### config.mk
export PLATFORM = sky130hd
export DESIGN_NAME = led_bar_scheduler
export DESIGN_NICKNAME = d
export VERILOG_FILES = /design/src/rtl/led_bar_scheduler.sv
export SDC_FILE = /design/constraint.sdc
export NUM_CORES = 1
export LEC_CHECK = 0
export CELL_PAD_IN_SITES_DETAIL_PLACEMENT = 1
export CELL_PAD_IN_SITES_GLOBAL_PLACEMENT = 1
export CORE_MARGIN = 2
export CORE_UTILIZATION = 31
export CTS_CLUSTER_DIAMETER = 120
export DETAILED_ROUTE_END_ITERATION = 8
export MAX_ROUTING_LAYER = met4
export PLACE_DENSITY = 0.72
export SLEW_MARGIN = 0
export SYNTH_ARGS = -nofsm -noshare
export SYNTH_HDL_FRONTEND = slang
export SYNTH_SLANG_ARGS = --single-unit
### constraint.sdc
create_clock -name pll0_50MHz -period 2.95 [get_ports pll0_50MHz]
set_clock_uncertainty 0.2 [all_clocks]
set_input_delay 0.59 -clock pll0_50MHz [delete_from_list [all_inputs] [get_ports pll0_50MHz]]
set_output_delay 0.59 -clock pll0_50MHz [all_outputs]
set_load 0.03 [all_outputs]
### src/rtl/led_bar_scheduler.sv
// rtl/led_bar_scheduler.sv - front-panel LED bar source sequencer (optional lamp test: LEDBAR_LAMPTEST_EN)
module led_bar_scheduler #(
    parameter int DWELL_CYCLES    = 25000000,
    parameter int CNT_W           = 25,
    parameter int LAMPTEST_CYCLES = 50000000
) (
    input  logic       pll0_50MHz,
    input  logic       reset,
    input  logic [1:0] sw,
    input  logic       auto_en,
    input  logic       freeze,
    input  logic [7:0] cpuDO,
    input  logic [7:0] cpuDI,
    input  logic [7:0] portFFDO,
    input  logic [7:0] fbarSbcLeds,
    input  logic       wr_stb,
    input  logic       rd_stb,
    output logic [7:0] LEDoutData,
    output logic [1:0] sel_out,
    output logic       scan_active
);

    typedef enum logic [1:0] {ST_MANUAL, ST_SCAN, ST_FREEZE, ST_LAMPTEST} state_t;

    localparam logic [CNT_W-1:0] CNT_LAST = CNT_W'(DWELL_CYCLES - 1);

    if (DWELL_CYCLES < 2) begin : g_bad_dwell
        $error("DWELL_CYCLES must be at least 2");
    end
    if ((64'd1 << CNT_W) <= 64'(DWELL_CYCLES)) begin : g_bad_cnt_w
        $error("CNT_W too narrow for DWELL_CYCLES");
    end
    if (LAMPTEST_CYCLES < 1) begin : g_bad_lamptest
        $error("LAMPTEST_CYCLES must be at least 1");
    end

`ifdef LEDBAR_LAMPTEST_EN
    localparam int               LT_W     = $clog2(LAMPTEST_CYCLES + 1);
    localparam logic [LT_W-1:0]  LT_LAST  = LT_W'(LAMPTEST_CYCLES - 1);
    localparam state_t           ST_RESET = ST_LAMPTEST;
    localparam logic [7:0]       LED_RST  = 8'h00;
    logic [LT_W-1:0] r_lt_cnt;
`else
    localparam state_t           ST_RESET = ST_MANUAL;
    localparam logic [7:0]       LED_RST  = 8'hFF;
`endif

    state_t           r_state;
    state_t           w_state_next;
    logic [1:0]       r_sel;
    logic [1:0]       w_sel_next;
    logic [CNT_W-1:0] r_cnt;
    logic [CNT_W-1:0] w_cnt_next;
    logic [7:0]       r_cap_do;
    logic [7:0]       r_cap_di;
    logic [7:0]       r_led;
    logic             r_scan_active;
    logic [7:0]       w_src;

    always_comb begin
        w_state_next = r_state;
        w_sel_next   = r_sel;
        w_cnt_next   = r_cnt;
        case (r_state)
            ST_MANUAL: begin
                w_sel_next = sw;
                w_cnt_next = '0;
                if (freeze)
                    w_state_next = ST_FREEZE;
                else if (auto_en)
                    w_state_next = ST_SCAN;
            end
            ST_SCAN: begin
                // Counter keeps running on the exit cycle so a freeze resumes exactly where it left off
                if (r_cnt == CNT_LAST) begin
                    w_cnt_next = '0;
                    w_sel_next = r_sel + 2'd1;
                end else begin
                    w_cnt_next = r_cnt + 1'b1;
                end
                if (freeze)
                    w_state_next = ST_FREEZE;
                else if (!auto_en)
                    w_state_next = ST_MANUAL;
            end
            ST_FREEZE: begin
                if (!freeze)
                    w_state_next = auto_en ? ST_SCAN : ST_MANUAL;
            end
`ifdef LEDBAR_LAMPTEST_EN
            ST_LAMPTEST: begin
                if (r_lt_cnt == LT_LAST)
                    w_state_next = ST_MANUAL;
            end
`endif
            default: w_state_next = ST_MANUAL;
        endcase
    end

    always_comb begin
        w_src = r_cap_do;
        case (r_sel)
            2'b00:   w_src = r_cap_do;
            2'b01:   w_src = r_cap_di;
            2'b10:   w_src = portFFDO;
            default: w_src = fbarSbcLeds;
        endcase
    end

    always_ff @(posedge pll0_50MHz or posedge reset) begin
        if (reset) begin
            r_state       <= ST_RESET;
            r_sel         <= 2'b00;
            r_cnt         <= '0;
            r_cap_do      <= 8'h00;
            r_cap_di      <= 8'h00;
            r_led         <= LED_RST;
            r_scan_active <= 1'b0;
        end else begin
            r_state       <= w_state_next;
            r_sel         <= w_sel_next;
            r_cnt         <= w_cnt_next;
            r_scan_active <= (w_state_next == ST_SCAN);
            if (wr_stb)
                r_cap_do <= cpuDO;
            if (rd_stb)
                r_cap_di <= cpuDI;
`ifdef LEDBAR_LAMPTEST_EN
            if (r_state == ST_LAMPTEST)
                r_led <= 8'h00;
            else if (r_state != ST_FREEZE)
                r_led <= ~w_src;
`else
            if (r_state != ST_FREEZE)
                r_led <= ~w_src;
`endif
        end
    end

`ifdef LEDBAR_LAMPTEST_EN
    always_ff @(posedge pll0_50MHz or posedge reset) begin
        if (reset)
            r_lt_cnt <= '0;
        else if (r_state == ST_LAMPTEST)
            r_lt_cnt <= r_lt_cnt + 1'b1;
    end
`endif

    assign LEDoutData  = r_led;
    assign sel_out     = r_sel;
    assign scan_active = r_scan_active;

endmodule
# After elaboration in Yosys (flattened, before gate mapping)
# Index checks and enable logic that the tools add are counted.
[op_classes]
n_eq_ne = 8
mux = 12
n_bitwise = 1
n_reduce_logical = 4
n_addsub = 2
[ops]
columns = ["cell", "n"]
rows = [
  ["$pmux 25 s2", 1],
  ["$add 25x1->25 const B", 1],
  ["$eq 25x25->1 const B", 1],
  ["$mux 25", 1],
  ["$pmux 8 s3", 1],
  ["$mux 2", 6],
  ["$not 8->8", 1],
  ["$eq 2x1->1 const B", 3],
  ["$pmux 2 s3", 1],
  ["$eq 2x2->1 const B", 2],
  ["$logic_not 2->1", 2],
  ["$ne 2x2->1 const B", 2],
  ["$pmux 2 s2", 1],
  ["$add 2x1->2 const B", 1],
  ["$reduce_and 2->1", 1],
  ["$reduce_bool 2->1", 1],
  ["$mux 1", 1],
]
[totals]
reg_bits = 54
input_bits = 40
out_inout_bits = 11
elab_cells = 34

# Logic depth before layout (Yosys ltp)
[depth]
ltp_word = 4
mapped_depth = 7

# Worst setup path before layout
# No wires, ideal clock.
[synth_path]
path_type = "reg-to-reg"
from = "register r_cnt[9]"
to = "register r_cnt[12]"
path_stages_with_launch = 7
path_slack_ps = 886
setup_time_ps = 119
n_path_buf = 1
synth_period_minus_slack_ps = 2064
arrival_time_ps = 1745
cell_sequence = "dfrtp_1 -> or4b_4 -> nor4_4 -> a21boi_2 -> nor2_4 -> buf_4 -> nor2_1"
[synth_via]
elab_chain_cells = 3
[synth_rtl]
columns = ["item", "line_no", "source"]
rows = [
  ["from (decl)", "52", "logic [CNT_W-1:0] r_cnt;"],
  ["from (signal assigned)", "122", "r_cnt <= w_cnt_next;"],
  ["$add 25x1->25 or $eq 25x25->1 (tied branches)", "79, 75", ""],
  ["$mux 25 *", "75", "if (r_cnt == CNT_LAST) begin"],
  ["$pmux 25 s2 *", "64", "case (r_state)"],
]
# Every way passes the cells marked *; elsewhere a longest branch is shown, timed or not.
# A chain may end at the register's enable or synchronous reset.

# Final worst setup path
[layout_path]
from = "register r_led[5], in the netlist LEDoutData[5]"
to = "output port LEDoutData[5]"
[layout_lines]
columns = ["item", "line_no", "source"]
rows = [
  ["from (decl)", "56", "logic [7:0] r_led;"],
  ["from (signal assigned)", "135", "r_led <= ~w_src;"],
  ["to (decl)", "18", "output logic [7:0] LEDoutData,"],
]
# No word-level cell between the ends.

==> qor.txt <==
Port Buf Inserts -> 50
Final Hold Slack -> 292 ps
final worst-path cycle share -> 0.797
post-synthesis mux area share -> 0.118
leakage power -> 0.00148 uW
MaxCap Viol Count -> 0
crit path launch type -> flop
cts hold-fix bufs -> 0
adder-cell share of the synthesized area -> 0.0227
fin crit period -> 2350 ps
routability cong. -> 0.750
synthesized cell area -> 2760 um2
antenna cells -> 0
Fillers -> 981
Longest Clk Path Bufs -> 2
r2r setup slk -> 700 ps
Syn Inst Count -> 257
Synthesized Nets -> 302
DRT iter0 DRCs -> 104
All-Layer GR Usage -> 0.151
Critical Path Max Stage Delay -> 680 ps
ys async rst share -> 1.00
CTS tree -> built
WP data required -> 2160 ps
DP Worst Slack -> 683 ps
vias post-DR -> 2159
setup TNS -> 0 ps
WP depth -> 1
Avg Inst Size Synth -> 10.7 um2
dpl cells -> 407
Seq/Total Area, Yosys -> 0.494
main combinational cell family by area after synthesis -> simple AND/OR/NAND/NOR gates
Simple-Gate Fraction of Synth Area -> 0.179
Die Y -> 98.3 um
Setup-failing EPs final -> 0
unrepaired setup endpoints after global routing -> no
Worst setup EP type -> primary output
FF-to-FF path depth -> 5
post-CTS setup buffer count -> 0
cts repair resizes -> 0
WP data arrival -> 1560 ps
Top Family by Delay on Critical Path -> buffers and inverters
XOR/XNOR share of the synthesized area -> 0.0381
Die Area -> 9670 um2
HP Class -> reg -> reg
Seq cells post-synth -> 54
P per Cell Area -> 500 nW/um2
VDD IR-drop max -> 0.000182 V
I/O pins -> 51
setup ws final -> 599 ps
DRC -> 0
Core ar. -> 8680 um2
pin count of the biggest net entering global routing -> 46
row cnt -> 34
most frequent cells in the layout -> clkdlybuf4s50_1, dfrtp_1, nand2_1
number of synthesized flops with an enable pin -> 0
Worst path slowest cell -> clkdlybuf4s50_1
H-Tree Depth -> 2
Cell variety after synth -> 46
ys flop type -> dfrtp_1
status -> complete, no violations
clk slew on worst S/H paths -> 110 ps
detailed placement HPWL -> 5090 um
initial core utilization -> 0.318
Final #Nets -> 351
global route overflow -> 0
crit path kind -> reg -> out
commonest non-fill, non-tap cell in the layout -> clkdlybuf4s50_1
Num CTS Buffers -> 5
max frequency -> 425 MHz
fin. max-slew vios -> 0
vias per inst -> 5.20
drt total wl -> 6920 um
critical path, cell by cell -> clkdlybuf4s50_1
First-pass DRT Iterations -> 5
die width -> 98.3 um
initial antenna violation count -> 0
post-route non-filler standard cell count -> 415
Worst-Margin Slew -> 864 ps
hold path depth -> 2
antenna violation net count after detailed routing -> 0
Final Hold Viols -> 0
Clk Latency, worst-skew pair -> 320 ps
Synth Area in Compound Gates -> 0.111
share of cells above drive strength 1 -> 0.166
Clock Sinks -> 54
vias in the first global route -> 2299
crit-path max FO -> 2
Routed wire per std cell -> 16.7 um
area delta synth->final -> 27.0%
WP buf/inv -> 1
Root Buffer -> clkbuf_8
first-pass GRT wire length -> 11500 um
relative slew slack -> 0.423
warning count from the yosys run -> 0
[final timing paths]
kind                               startpoint            end
worst min register to register  LEDoutData[6]  LEDoutData[6]
worst min-delay path            LEDoutData[6]  LEDoutData[6]
worst max-delay path            LEDoutData[5]  LEDoutData[5]
min in group asynchronous               reset    r_cap_di[3]
worst max register to register       r_cnt[9]     sel_out[0]
max in group asynchronous               reset  LEDoutData[4]
[through the flow]
| stage | utilization | area [um2] | total power (uW) |
|---|---|---|---|
| 6_report | 0.404 | 3500 | 1750 |
| 5_1_grt | 0.404 | 3500 | 1840 |
| 4_1_cts | 0.404 | 3500 | 1770 |
| 3_5_place_dp | 0.390 | 3390 | 1250 |
| 3_3_place_gp | 0.390 | 3390 | 1240 |
| 2_1_floorplan | - | 2760 | 1080 |
[logic make-up after synthesis]
group           count (synthesis)
simple gates                   89
compound gates                 41
flops                          54
buf+inv                        26
xor+xnor                       12
fa+ha+maj                       5
mux                            30
[flip-flops by register name, summed over array words and instances, names as in the netlist]
name	count
r_cap_do	8
r_state	2
LEDoutData	8
r_cnt	25
sel_out	2
r_cap_di	8
scan_active	1
[where the power goes]
group	total, uW	switching (uW)	internal [uW]	leakage, uW
Clock	519	262	258	0.0000587
Combinational	384	204	180	0.000742
Sequential	847	33.5	814	0.000680
Total	1750	499	1250	0.00148
[cell usage after synthesis (2+ instances only)]
cell / instances / area share
nand3_1: 13 / 0.024
xnor2_1: 5 / 0.016
mux2_2: 17 / 0.069
xor2_1: 7 / 0.022
nand2_1: 25 / 0.034
a22o_1: 2 / 0.0064
a21boi_0: 2 / 0.0054
o311ai_0: 3 / 0.0095
o211ai_1: 2 / 0.0054
a211oi_1: 2 / 0.0054
dfstp_2: 8 / 0.076
mux2i_1: 12 / 0.044
nand4_1: 5 / 0.011
o21ai_0: 13 / 0.024
inv_1: 14 / 0.019
or4bb_1: 2 / 0.0082
buf_1: 2 / 0.0027
nor3_1: 5 / 0.0091
a21o_1: 2 / 0.0054
nor4_4: 2 / 0.015
dfrtp_1: 46 / 0.42
ha_1: 5 / 0.023
clkbuf_1: 9 / 0.012
nor2b_1: 2 / 0.0045
or2_2: 2 / 0.0045
and3_1: 5 / 0.011
a222oi_1: 8 / 0.029
nor2_1: 19 / 0.026
[routing by layer]
layer,part of all wire,GRT usage,wire (um),vias to the layer above
met5,0,-,0,-
met3,0.052,0.0329,358,7
met1,0.45,0.192,3120,1078
met4,0.012,0.0274,83,0
met2,0.49,0.250,3360,58
li1,-,-,-,1016
[layout make-up]
cell class,instances,area [um2],share of cell area
clock buffer,5,68.8,0.0196
clock inverter,3,47.5,0.0136
inverter,14,52.6,0.0150
multi-input combinational,177,1290,0.370
sequential,54,1360,0.389
tap,108,135,0.0386
timing repair buffer,54,543,0.155
[worst min-delay path, delay by kind of cell (launching register included)]
family	cells	cell delay, ps
compound gates	1	70
simple gates	1	40
flops	1	380
No activity file was read; power rests on OpenSTA's default activity.
